===== config.mk =====
export PLATFORM = sky130hd
export DESIGN_NAME = instr_fetch_unit
export DESIGN_NICKNAME = d
export VERILOG_FILES = /design/src/rtl/agm_pkg.sv /design/src/rtl/instr_queue.sv /design/src/rtl/instr_fetch_unit.sv
export SDC_FILE = /design/constraint.sdc
export NUM_CORES = 1
export LEC_CHECK = 0
export CORE_ASPECT_RATIO = 1.5
export CORE_MARGIN = 2
export CORE_UTILIZATION = 57
export DETAILED_ROUTE_END_ITERATION = 10
export GPL_ROUTABILITY_DRIVEN = 0
export HOLD_SLACK_MARGIN = 0.1
export MAX_ROUTING_LAYER = met4
export PLACE_DENSITY = 0.81
export SKIP_LAST_GASP = 1
export SLEW_MARGIN = 30
export SYNTH_ARGS = -nofsm -noshare
export SYNTH_HDL_FRONTEND = slang
export SYNTH_SLANG_ARGS = --single-unit

===== constraint.sdc =====
create_clock -name clk -period 4.9 [get_ports clk]
set_input_delay 0.735 -clock clk [delete_from_list [all_inputs] [get_ports clk]]
set_output_delay 0.735 -clock clk [all_outputs]
set_load 0.005 [all_outputs]

===== src/rtl/agm_pkg.sv =====
// agm_pkg: fetch FSM states and default fetch-unit parameters
package agm_pkg;
  typedef enum logic [1:0] {IDLE, FETCH, FULL, FLUSH} fetch_state_e;
  localparam int DEF_DATA_W = 8;
  localparam int DEF_ADDR_W = 8;
  localparam int DEF_INSTR_BYTES = 3;
  localparam int DEF_QUEUE_DEPTH = 4;
  localparam int DEF_RESET_PC = 0;
endpackage


===== src/rtl/instr_queue.sv =====
// instr_queue: power-of-two FIFO with flush, simultaneous push/pop and occupancy count
module instr_queue #(
  parameter int W = 8,
  parameter int DEPTH = 4
) (
  input  logic                    clk,
  input  logic                    rst,
  input  logic                    flush,
  input  logic                    push,
  input  logic [W-1:0]            push_data,
  input  logic                    pop,
  output logic [W-1:0]            pop_data,
  output logic [$clog2(DEPTH):0]  count
);
  localparam int PW = $clog2(DEPTH);
  logic [W-1:0] mem_q [DEPTH];
  logic [PW-1:0] wr_q, wr_d, rd_q, rd_d;
  logic [PW:0] count_q, count_d;
  logic do_push, do_pop;
  always_comb begin
    do_pop = pop && count_q != '0;
    do_push = push && (count_q != (PW+1)'(DEPTH) || do_pop);
    wr_d = flush ? '0 : wr_q + PW'(do_push);
    rd_d = flush ? '0 : rd_q + PW'(do_pop);
    count_d = flush ? '0 : count_q + (PW+1)'(do_push) - (PW+1)'(do_pop);
  end
  always_ff @(posedge clk) begin
    if (rst) begin
      wr_q <= '0;
      rd_q <= '0;
      count_q <= '0;
    end else begin
      wr_q <= wr_d;
      rd_q <= rd_d;
      count_q <= count_d;
    end
  end
  always_ff @(posedge clk) begin
    if (do_push && !flush) mem_q[wr_q] <= push_data;
  end
  assign pop_data = mem_q[rd_q];
  assign count = count_q;
endmodule


===== src/rtl/instr_fetch_unit.sv =====
// instr_fetch_unit: byte-wide prefetcher assembling multi-byte instructions into a queue
module instr_fetch_unit
  import agm_pkg::*;
#(
  parameter int DATA_W = DEF_DATA_W,
  parameter int ADDR_W = DEF_ADDR_W,
  parameter int INSTR_BYTES = DEF_INSTR_BYTES,
  parameter int QUEUE_DEPTH = DEF_QUEUE_DEPTH,
  parameter int RESET_PC = DEF_RESET_PC
) (
  input  logic                          clk,
  input  logic                          rst,
  input  logic                          fetch_en,
  output logic                          mem_rd_en,
  output logic [ADDR_W-1:0]             mem_addr,
  input  logic [DATA_W-1:0]             mem_data,
  input  logic                          branch_valid,
  input  logic [ADDR_W-1:0]             branch_target,
  output logic                          instr_valid,
  input  logic                          instr_ready,
  output logic [DATA_W*INSTR_BYTES-1:0] instr_word,
  output logic [ADDR_W-1:0]             instr_pc,
  output logic [$clog2(QUEUE_DEPTH):0]  queue_count
);
  localparam int IW = DATA_W*INSTR_BYTES;
  localparam int CW = $clog2(QUEUE_DEPTH)+1;
  localparam int BW = $clog2(INSTR_BYTES+1);
  localparam logic [ADDR_W-1:0] RST_PC = ADDR_W'(RESET_PC);
  localparam logic [BW-1:0] LAST_IDX = BW'(INSTR_BYTES-1);
  fetch_state_e state_q, state_d;
  logic [ADDR_W-1:0] fetch_pc_q, fetch_pc_d, fly_addr_q, fly_addr_d, asm_pc_q, asm_pc_d;
  logic [ADDR_W-1:0] assembled_pc, head_pc;
  logic [BW-1:0] issue_idx_q, issue_idx_d, fly_idx_q, fly_idx_d;
  logic [CW-1:0] rsv_q, rsv_d, count;
  logic [IW-1:0] asm_word_q, asm_word_d, assembled, head_word;
  logic fly_q, fly_d;
  logic room, boundary, issue, push, pop;
  always_comb begin
    boundary = issue_idx_q == '0;
    room = int'(count) + int'(rsv_q) < QUEUE_DEPTH;
    issue = !rst && !branch_valid && state_q == FETCH && (!boundary || (fetch_en && room));
    push = fly_q && fly_idx_q == LAST_IDX && !branch_valid;
    assembled = asm_word_q;
    if (fly_q) assembled[IW-DATA_W-int'(fly_idx_q)*DATA_W +: DATA_W] = mem_data;
    assembled_pc = (fly_q && fly_idx_q == '0) ? fly_addr_q : asm_pc_q;
    asm_word_d = branch_valid ? '0 : assembled;
    asm_pc_d = branch_valid ? '0 : assembled_pc;
    fly_d = issue;
    fly_idx_d = issue_idx_q;
    fly_addr_d = fetch_pc_q;
    issue_idx_d = branch_valid ? '0 : !issue ? issue_idx_q : issue_idx_q == LAST_IDX ? '0 : issue_idx_q + BW'(1);
    fetch_pc_d = branch_valid ? branch_target : fetch_pc_q + ADDR_W'(issue);
    rsv_d = branch_valid ? '0 : rsv_q + CW'(issue && boundary) - CW'(push);
    state_d = state_q;
    if (branch_valid) state_d = FLUSH;
    else begin
      unique case (state_q)
        IDLE:    state_d = fetch_en ? FETCH : IDLE;
        FETCH:   state_d = !boundary ? FETCH : !fetch_en ? IDLE : room ? FETCH : FULL;
        FULL:    state_d = room ? FETCH : FULL;
        FLUSH:   state_d = fetch_en ? FETCH : IDLE;
        default: state_d = IDLE;
      endcase
    end
  end
  always_ff @(posedge clk) begin
    if (rst) begin
      state_q <= IDLE;
      fetch_pc_q <= RST_PC;
      issue_idx_q <= '0;
      rsv_q <= '0;
      fly_q <= 1'b0;
      fly_idx_q <= '0;
      fly_addr_q <= '0;
      asm_word_q <= '0;
      asm_pc_q <= '0;
    end else begin
      state_q <= state_d;
      fetch_pc_q <= fetch_pc_d;
      issue_idx_q <= issue_idx_d;
      rsv_q <= rsv_d;
      fly_q <= fly_d;
      fly_idx_q <= fly_idx_d;
      fly_addr_q <= fly_addr_d;
      asm_word_q <= asm_word_d;
      asm_pc_q <= asm_pc_d;
    end
  end
  instr_queue #(.W(IW+ADDR_W), .DEPTH(QUEUE_DEPTH)) u_queue (
    .clk(clk),
    .rst(rst),
    .flush(branch_valid),
    .push(push),
    .push_data({assembled, assembled_pc}),
    .pop(pop),
    .pop_data({head_word, head_pc}),
    .count(count)
  );
  assign pop = instr_valid && instr_ready;
  assign mem_rd_en = issue;
  assign mem_addr = rst ? RST_PC : fetch_pc_q;
  assign instr_valid = !rst && count != '0;
  assign instr_word = instr_valid ? head_word : '0;
  assign instr_pc = instr_valid ? head_pc : '0;
  assign queue_count = rst ? '0 : count;
endmodule


==> out/qor.yml <==
run_status:
  outcome: "finished clean"
clock_network:
  clkSinkCount: 193
  cts-buffers-inserted: 17
  cts-htree-levels: 4
  worst_setup_hold_path_clk_slew_ns: 0.07
  cts_hold_repair.buffers: 0
  cts_tree: "built"
  clk_path_buf_depth: 2
  post_cts.repair.setup_buffers: 0
  cts.repair.resized: 0
  cts_root_buffer: "clkbuf_16"
  insertion_delay_ns: 0.43
place:
  placement.io_buffers: 65
  final_hpwl_dp_um: 9781
  place.detailed.instances: 725
  placedInstanceArea_sq_mm: 0.008574
timing:
  setup-violations-final: 0
  hold_viol_final: 0
  period_needed_ns: 3.572
  setup_total_neg_slack_ns: 0
  worst_pin_slew_ns: 0.8956
  final-max-slew-violation-count: 0
  achievable-frequency_ghz: 0.2800
  worst_slew_margin_rel_pct: 39.44
  rsz0062_at_grt: "false"
  finalClockSkew_ns: 0.006935
  final.period_utilization_pct: 72.90
logic_synthesis:
  ys_ff_latch: 193
  synth.net_count: 553
  yosys_cell_types: 47
  sequential_fraction_of_the_synthesis_area_pct: 66.72
  area_share_of_the_largest_cell_type_after_synthesis_pct: 49.85
  yosys-top-cells-count: "edfxtp_1 (128), dfxtp_1 (65), nor2b_1 (45), nor2_1 (42), inv_1 (37)"
  mappedNetlistArea_sq_mm: 0.007711
  ys_async_sr_fraction_pct: 0
  synthTopCellsByArea: "edfxtp_1 (50%), dfxtp_1 (17%), mux4_2 (9.3%)"
  synthFlopType: "edfxtp_1"
  synth_edf_count: 128
  post-synth-top-count-cell: "edfxtp_1"
  synthesis.yosys.warnings: 0
  syn_avg_cell_area_sq_um: 15.06
  synth_top_cell_by_area: "edfxtp_1"
  synthesis.instances: 512
routing:
  detailedRoute.firstPassIterationCount: 5
  route.detailed.wl_per_inst_um: 19.87
  detail-route-antenna-nets: 0
  routed_via_density: 5.864
  routed_wl_um: 15020
  detail_route.iter0.violations: 434
  drc: 0
  vias: 4433
final_layout:
  antenna_cells: 0
  post-route-cell-area_sq_mm: 0.009161
  count_of_fill_cells_added_during_filler_insertion: 836
  synth_to_layout_area_growth_pct: 18.81
  layout-drive-gt1-share_pct: 14.65
  finish.net_count: 623
  layoutNonFillerInstCount: 756
floorplanning:
  floorplan.core_area_sq_mm: 0.01334
  fp.dieArea_sq_mm: 0.01449
  die_w_um: 98.97
  ios: 66
  vert_die_dim_um: 146.5
  placementRows: 52
  start_util_pct: 57.81
grt:
  track_usage_pct: 22.36
  grt_max_degree: 35
  grt_overflow: 0
  grt_pass1_vias: 4658
  antenna_violations_before_repair: 0
  wire_length_of_the_first_global_routing_pass_um: 23940
worst_hold_path:
  hold_path.class: "flop to flop"
  whs_path_depth: 2
worst_setup_path:
  timing.setup.critical_path_class: "flop to output port"
  critical_path.endpoint_type: "output port"
  critPathArrivalTime_ns: 2.84
  cp.depth: 4
  critPathLaunch: "u_queue.rd_q[0]"
  regToRegSetupSlack_ns: 1.80
  timing.critical_path.from_type: "flop"
  worstPathBufferInverterCount: 2
  timing.critical_path.fanout_max: 23
  timing.critical_path.max_delay_family: "flip-flops"
  rr_startpoint: "u_queue.count[2]"
  critical-path-slowest-cell: "dfxtp_2"
  cell_by_cell_trace_of_the_critical_path: "buf_4 -> mux4_2 -> nor2b_1 -> clkdlybuf4s50_1"
  critPathRequiredTime_ns: 4.16
  reg2regPathDepth: 11
  worst_r2r_endpoint: "rsv_q[2]"
  max_stage_delay_ns: 0.86
  worst_setup_path_endpoint: "instr_word[5]"
pwr:
  peakVddDrop_v: 0.0002453
  switching_power_w: 0.0006279
  power.static_leakage_nw: 3.284
  power.internal_w: 0.002561
  p_seq_share_pct: 54.3
  pwr_density_cell_mw_per_mm2: 348.1
  sw_share_pct: 19.69
  clock_power_share_pct: 43.4
  power_frac_comb_pct: 2.3
flow_run:
  cap_violations: 0
==> cell usage in the layout (no fill, tap or decap), types with 8 or more instances in the layout <==
| master | Yosys | final |
|---|---|---|
| a32oi_1 | 24 | 24 |
| and2_1 | 14 | 14 |
| buf_4 | 3 | 11 |
| clkbuf_16 | 0 | 17 |
| clkdlybuf4s50_1 | 0 | 65 |
| dfxtp_1 | 65 | 64 |
| edfxtp_1 | 128 | 128 |
| ha_1 | 18 | 18 |
| inv_1 | 37 | 37 |
| mux2_1 | 8 | 8 |
| mux4_2 | 32 | 32 |
| nand2_1 | 8 | 8 |
| nor2_1 | 42 | 42 |
| nor2b_1 | 45 | 45 |
==> final cells by class <==
type	count	area, sq um	area share (%)
Multi-Input combinational cell	253	2322	25.35
Timing Repair Buffer	77	753.2	8.222
Tap cell	162	202.7	2.213
Sequential cell	193	5146	56.17
Clock buffer	18	429.2	4.685
Clock inverter	13	157.7	1.721
Inverter	40	150.1	1.639
==> through the flow <==
step / util [%] / setup slack (ns) / hold slack, ns / power, W
2_1_floorplan: - / 0.6337 / 0.4428 / 0.001802
3_3_place_gp: 64.18 / 1.432 / 0.4592 / 0.001836
3_5_place_dp: 64.29 / 1.373 / 0.4635 / 0.001840
4_1_cts: 68.69 / 1.218 / 0.4803 / 0.003201
5_1_grt: 68.69 / 1.094 / 0.5061 / 0.003272
6_report: 68.69 / 1.328 / 0.4818 / 0.003189
==> logic make-up after synthesis <==
logic type | after synthesis | synth area share (%)
AND/OR/NAND/NOR | 137 | 9.719
XOR/XNOR | 11 | 1.249
buffers and inverters | 66 | 3.537
multiplexers | 43 | 10.92
adder cells (fa/ha/maj) | 20 | 3.440
flip-flops | 193 | 66.72
AO/OA/AOI/OAI | 42 | 4.413
==> power groups by stage <==
stage                     registers [W]  logic (W)  clock network [W]
after global placement          0.00177  0.0000690                  0
after CTS                       0.00173  0.0000725            0.00140
after global routing            0.00173  0.0000787            0.00146
after floorplan                 0.00177  0.0000360                  0
final                           0.00173  0.0000726            0.00138
after detailed placement        0.00177  0.0000716                  0
==> worst min path at each step <==
stage	to	slack, ns	from
floorplan	asm_word_q[0]	0.44	asm_word_q[0]
global placement	asm_word_q[5]	0.46	asm_word_q[5]
detailed placement	asm_word_q[3]	0.46	asm_word_q[3]
CTS	asm_word_q[3]	0.48	asm_word_q[3]
global route	asm_word_q[2]	0.51	asm_word_q[2]
finish	asm_word_q[3]	0.48	asm_word_q[3]
==> worst min-delay path, stage by stage, from the launching register on <==
cell and delay [ns]:
dfxtp_1 0.31, a32oi_1 0.06, nor2_1 0.08
==> sequential cells by signal, indices dropped and copies added (netlist names) <==
signal	count
u_queue.mem_q	128
asm_word_q	24
asm_pc_q	8
fetch_pc_q	8
fly_addr_q	8
rsv_q	3
u_queue.count	3
fly_idx_d	2
fly_idx_q	2
state_q	2
u_queue.rd_q	2
u_queue.wr_q	2
fly_q	1
==> per-layer routing <==
layer	vias up	track usage, %	share of wire, %	wire (um)
li1	2018	-	-	-
met1	2233	25.27	38	5683
met2	154	39.29	55	8242
met3	28	4.643	5.1	769
met4	0	7.466	2.2	323
met5	-	-	0	0
(Power assumes the default switching activity.)
